--- src/rtl/freq_gen_pkg.sv ---
// Shared definitions for the programmable square-wave generator.
package freq_gen_pkg;

  typedef enum logic [1:0] {
    ST_IDLE = 2'd0,
    ST_HIGH = 2'd1,
    ST_LOW  = 2'd2,
    ST_DONE = 2'd3
  } state_e;

  localparam int unsigned MIN_HALF = 1;

endpackage

--- src/rtl/phase_timer.sv ---
// Down-counter timing one half-wave; reload sets the phase length, zero marks its last cycle.
module phase_timer #(
  parameter int unsigned CNT_W = 32
) (
  input  logic             clock,
  input  logic             reset,
  input  logic             load_i,
  input  logic [CNT_W-1:0] value_i,
  output logic             zero_c
);

  logic [CNT_W-1:0] cnt_q, cnt_d;

  always_comb begin
    cnt_d = cnt_q;
    if (load_i) begin
      cnt_d = value_i;
    end else if (cnt_q != '0) begin
      cnt_d = cnt_q - CNT_W'(1);
    end
  end

  always_ff @(posedge clock or negedge reset) begin
    if (!reset) begin
      cnt_q <= '0;
    end else begin
      cnt_q <= cnt_d;
    end
  end

  assign zero_c = (cnt_q == '0);

endmodule

--- src/rtl/freq_gen.sv ---
// Programmable square-wave source: burst or continuous output, load handshake,
// stop honoured only at a period boundary.
module freq_gen
  import freq_gen_pkg::*;
#(
  parameter int unsigned CNT_W   = 32,
  parameter int unsigned BURST_W = 16
) (
  input  logic               clock,
  input  logic               reset,
  input  logic               load,
  input  logic [CNT_W-1:0]   half_period,
  input  logic [BURST_W-1:0] burst_len,
  input  logic               stop,
  output logic               ready,
  output logic               wave_out,
  output logic               busy,
  output logic               done,
  output logic [BURST_W-1:0] pulse_cnt
);

  state_e             state_q, state_d;
  logic [CNT_W-1:0]   half_q, half_d;
  logic [BURST_W-1:0] burst_q, burst_d;
  logic [BURST_W-1:0] pulse_q, pulse_d;
  logic               wave_q, wave_d;
  logic               busy_q, busy_d;
  logic               ready_q, ready_d;
  logic               done_q, done_d;
  logic               t_load;
  logic [CNT_W-1:0]   t_val;
  logic               t_zero;
  logic [CNT_W-1:0]   half_in;

  assign half_in = (half_period < CNT_W'(MIN_HALF)) ? CNT_W'(MIN_HALF) : half_period;

  phase_timer #(.CNT_W(CNT_W)) u_timer (
    .clock   (clock),
    .reset   (reset),
    .load_i  (t_load),
    .value_i (t_val),
    .zero_c  (t_zero)
  );

  // Next state; pulse_cnt doubles as the emitted-period count for burst termination.
  always_comb begin
    state_d = state_q;
    half_d  = half_q;
    burst_d = burst_q;
    pulse_d = pulse_q;
    t_load  = 1'b0;
    t_val   = half_q - CNT_W'(1);
    unique case (state_q)
      ST_IDLE: begin
        if (load) begin
          state_d = ST_HIGH;
          half_d  = half_in;
          burst_d = burst_len;
          pulse_d = BURST_W'(1);
          t_load  = 1'b1;
          t_val   = half_in - CNT_W'(1);
        end
      end
      ST_HIGH: begin
        if (t_zero) begin
          state_d = ST_LOW;
          t_load  = 1'b1;
        end
      end
      ST_LOW: begin
        if (t_zero) begin
          if (stop) begin
            state_d = ST_DONE;
          end else if ((burst_q != '0) && (pulse_q == burst_q)) begin
            state_d = ST_DONE;
          end else begin
            state_d = ST_HIGH;
            t_load  = 1'b1;
            pulse_d = pulse_q + BURST_W'(1);
          end
        end
      end
      ST_DONE: begin
        state_d = ST_IDLE;
      end
      default: begin
        state_d = ST_IDLE;
      end
    endcase
    wave_d  = (state_d == ST_HIGH);
    busy_d  = (state_d == ST_HIGH) || (state_d == ST_LOW);
    ready_d = (state_d == ST_IDLE);
    done_d  = (state_d == ST_DONE);
  end

  always_ff @(posedge clock or negedge reset) begin
    if (!reset) begin
      state_q <= ST_IDLE;
      half_q  <= '0;
      burst_q <= '0;
      pulse_q <= '0;
      wave_q  <= 1'b0;
      busy_q  <= 1'b0;
      ready_q <= 1'b1;
      done_q  <= 1'b0;
    end else begin
      state_q <= state_d;
      half_q  <= half_d;
      burst_q <= burst_d;
      pulse_q <= pulse_d;
      wave_q  <= wave_d;
      busy_q  <= busy_d;
      ready_q <= ready_d;
      done_q  <= done_d;
    end
  end

  assign ready     = ready_q;
  assign wave_out  = wave_q;
  assign busy      = busy_q;
  assign done      = done_q;
  assign pulse_cnt = pulse_q;

endmodule

--- config.mk ---
export PLATFORM = sky130hd
export DESIGN_NAME = freq_gen
export DESIGN_NICKNAME = d
export VERILOG_FILES = /design/src/rtl/freq_gen_pkg.sv /design/src/rtl/phase_timer.sv /design/src/rtl/freq_gen.sv
export SDC_FILE = /design/constraint.sdc
export NUM_CORES = 1
export LEC_CHECK = 0
export CAP_MARGIN = 25
export CORE_ASPECT_RATIO = 1.1
export CORE_MARGIN = 4
export CORE_UTILIZATION = 40
export CTS_BUF_LIST = sky130_fd_sc_hd__clkbuf_16
export CTS_CLUSTER_SIZE = 28
export DETAILED_ROUTE_END_ITERATION = 7
export PLACE_DENSITY = 0.58
export SLEW_MARGIN = 20
export SYNTH_ARGS = -nofsm -noshare
export SYNTH_HDL_FRONTEND = slang
export SYNTH_SLANG_ARGS = --single-unit
--- constraint.sdc ---
create_clock -name clock -period 2.69 [get_ports clock]
set_input_delay 0.4035 -clock clock [delete_from_list [all_inputs] [get_ports clock]]
set_output_delay 0.4035 -clock clock [all_outputs]
set_load 0.02 [all_outputs]
==> results.tsv <==
metric	value	unit
multi_input_comb_area	4080	um^2
dr.first_iter.drc_count	421	
largest_delay_share_family_worst_path	simple AND/OR/NAND/NOR gates	
io-pin-count	72	
p_switching	749	uW
hold_viol_final	0	
finalNetCount	1022	
power_per_cell_area	340	nW/um^2
rsz0062_at_grt	true	
critPathCaptureType	flip-flop	
totalWireLength	20.8	mm
cap_violations	0	
ff_latch_area	2550	um^2
layout-area-overhead-vs-synth	34.5	%
numCtsBuffers	9	
vdd_drop_max	310	uV
max_slew_margin	40.7	%
power_frac_seq	50.4	%
ys.warnings.count	0	
synth-edff-count	0	
power_leakage	4.22	nW
asyncSetResetFlopFracSynth	100	%
post_drt_via_cell_ratio	5.72	
critical_path.max_fanout	6	
tritoncts	done	
pre_cts_slack	-0.624	ns
dieArea	18700	um^2
crit_path_cell_trace	or4_4, or4_4, or4_4, o31a_1, o21ai_4, mux2_2	
cp_slowest_stage_delay	0.54	ns
netlist_instances	797	
nFillCells	1554	
worst_path_slowest_cell	sky130_fd_sc_hd__or4_4	
grt_pass1_vias	6693	
via_count	6704	
worst-slew-pin-transition	0.886	ns
post_synth_instance_area	6640	um^2
worst-setup-path-type	flip-flop to flip-flop	
core.rowCount	49	
sum_of_buffers_and_inverters_on_the_critical_path	0	
cp-start-kind	flip-flop	
finalCritPeriodShare	108	%
clock_tree.root_cell	sky130_fd_sc_hd__clkbuf_16	
fmax_achieved	343	MHz
syn_nets	856	
yosys.cell_types.count	66	
gp_routability_congestion	0.878	
fin_util	54.8	%
crit_required	2.94	ns
post-dp-hpwl	15.4	mm
core-area	16300	um^2
synth_seq_cells	102	
clock_pin_transition_on_the_worst_setup_and_hold_timing_paths	0.07	ns
remaining_drc_errors	0	
setup_viol_count_final	37	
route.detailed.wl_per_inst	17.8	um
violations	negative setup slack	
detail_route.first_pass.iterations	5	
internal_power	2.29	mW
power.clock.fraction	41.6	%
groute.usage.overall	22.7	%
timing.final.max_slew_violations	0	
yosys_most_used_dff	sky130_fd_sc_hd__dfrtp_1	
run_status	finished with violations	
synth_top_cells_by_area	sky130_fd_sc_hd__dfrtp_1 (38%), sky130_fd_sc_hd__nand2_1 (11%), sky130_fd_sc_hd__xor2_1 (6.9%), sky130_fd_sc_hd__xnor2_1 (4.1%), sky130_fd_sc_hd__nor4_1 (4.0%)	
grt_start_max_net_pins	85	
floorplan.initialDensity	40.7	%
timing.clock.skew	0.00937	ns
synth_largest_type_area_fraction	38.0	%
die_width	131	um
netlist.top_cell.by_area	sky130_fd_sc_hd__dfrtp_1	
post-route-min-period	2.91	ns
grt_pass1_wl	34.0	mm
clock_latency	0.36	ns
ys_seq_area_share	38.4	%
num_antenna_cells	0	
grt_antenna_before_repair	0	
die_y	143	um
max-clock-path-buffers	2	
cts_h_tree_lvls	3	
timing.critical_path.mode_cell	sky130_fd_sc_hd__or4_4	
grt_overflow	0	
swShare	24.6	%
hold_path_class	input pin to async pin	
combinationalPowerShare	8.0	%
final_layout_size_suffix_gt1_share	20.2	%
worst_slack	-0.223	ns
clock_sinks	102	
arrival_time_worst_endpoint	3.16	ns
port_buffers	71	
syn_avg_cell_area	8.34	um^2
postRouteAntennaNets	0	
layout make-up:
class / instances / share of cell area, %
Inverter: 10 / 0.420
Timing Repair Buffer: 195 / 19.4
Tap cell: 204 / 2.86
Multi-Input combinational cell: 645 / 45.7
Sequential cell: 102 / 28.6
Clock inverter: 7 / 0.574
Clock buffer: 9 / 2.52
cells in the mapped netlist, types with 22 or more instances:
library cell               number
sky130_fd_sc_hd__nand2_1      194
sky130_fd_sc_hd__dfrtp_1      101
sky130_fd_sc_hd__nor2_1        41
sky130_fd_sc_hd__xor2_1        52
sky130_fd_sc_hd__clkbuf_1      29
sky130_fd_sc_hd__nor4_1        43
sky130_fd_sc_hd__or3_1         28
sky130_fd_sc_hd__mux2i_1       22
sky130_fd_sc_hd__o21ai_0       32
sky130_fd_sc_hd__nand3_1       25
sky130_fd_sc_hd__a21oi_1       22
sky130_fd_sc_hd__xnor2_1       31
sky130_fd_sc_hd__nor3_1        24
worst paths after layout:
check	startpoint	endpoint	slack (ns)	depth (start not counted)
min in group clock	half_period[27]	half_q[27]$_DFFE_PN0P_	0.49	4
min reg2reg	half_q[17]$_DFFE_PN0P_	half_q[17]$_DFFE_PN0P_	0.50	2
max	u_timer.cnt_q[9]$_DFFE_PN0P_	u_timer.cnt_q[11]$_DFFE_PN0P_	-0.22	6
max in group asynchronous	reset	burst_q[3]$_DFFE_PN0P_	1.49	3
min	reset	done$_DFF_PN0_	0.47	2
max reg2reg	u_timer.cnt_q[9]$_DFFE_PN0P_	u_timer.cnt_q[11]$_DFFE_PN0P_	-0.22	6
power groups by stage:
stage          clock network, mW  logic (mW)  registers, mW
4_1_cts                     1.29       0.244           1.53
5_1_grt                     1.35       0.264           1.53
3_5_place_dp                   0       0.240           1.56
6_report                    1.26       0.244           1.53
2_1_floorplan                  0      0.0367           1.57
3_3_place_gp                   0       0.239           1.56
metrics by stage:
step	instance area (um^2)	hold WS, ns	setup TNS [ns]	power [mW]	std cells
after global routing	8940	0.513	-8.43	3.15	1172
after floorplan	6730	0.108	-4.28	1.60	797
after detailed placement	8400	0.301	-10.73	1.80	1145
after global placement	8400	0.301	-9.07	1.80	1145
after CTS	8840	0.488	-5.53	3.07	1169
final	8940	0.472	-5.20	3.04	1172
cells in the final DEF (no fill, tap or decap), drive strengths merged, types with 3 or more instances in the layout:
cell type	n
nor3	25
xor2	52
xnor2	31
buf	124
nor4b	3
and3	3
o31ai	7
o211ai	3
clkbuf	9
nor4	45
mux2	3
nand3	25
clkinv	5
o311ai	3
nand4	16
o21ai	34
a32o	7
or4	16
o31a	7
ha	7
mux2i	22
a21oi	22
nand2	194
and2	5
and4	3
clkdlybuf4s50	69
dfrtp	101
inv	10
a31oi	4
or3	28
or2	8
nor2	41
cells by family (layout without fill, tap and decap cells):
logic type                 count (synthesis)  count (layout)  synth area share [%]
AOI/OAI and AO/OA                        107             107                  11.0
xor gates and xnor gates                  83              83                  10.9
muxes                                     25              25                  3.82
buffers and inverters                     50             221                  3.15
DFF                                      102             102                  38.4
and+or+nand+nor                          423             423                  31.4
adders and majority gates                  7               7                  1.32
timing repair:
| item | in CTS | in global routing |
|---|---|---|
| setup endpoints to repair | 39 | 51 |
| hold buffers | 1 | 0 |
| buffers inserted | 6 | 4 |
| endpoints found under the hold margin | 16 | 0 |
| pin swaps | 3 | 10 |
| gates cloned | 1 | 0 |
| resized for setup | 22 | 22 |
state kept, by name, indices dropped and copies added (netlist names):
signal	cells
burst_q	16
u_timer.cnt_q	32
pulse_cnt	16
done	1
half_q	32
state_q	2
ready	1
busy	1
wave_out	1
worst reg2reg max path, delay by kind of cell, from the launching register on:
kind,cells,cell delay (ns)
AOI/OAI and AO/OA,2,0.48
muxes,1,0.38
and+or+nand+nor,3,1.56
DFF,1,0.38
metal layers:
| metal | vias up | track usage, % | part of all wire, % |
|---|---|---|---|
| met5 | - | 0 | 0 |
| met4 | 0 | 7.80 | 2.2 |
| met3 | 39 | 2.96 | 4.8 |
| met2 | 208 | 37.2 | 49 |
| met1 | 3285 | 30.9 | 44 |
| li1 | 3172 | - | - |
(Power assumes the default switching activity.)
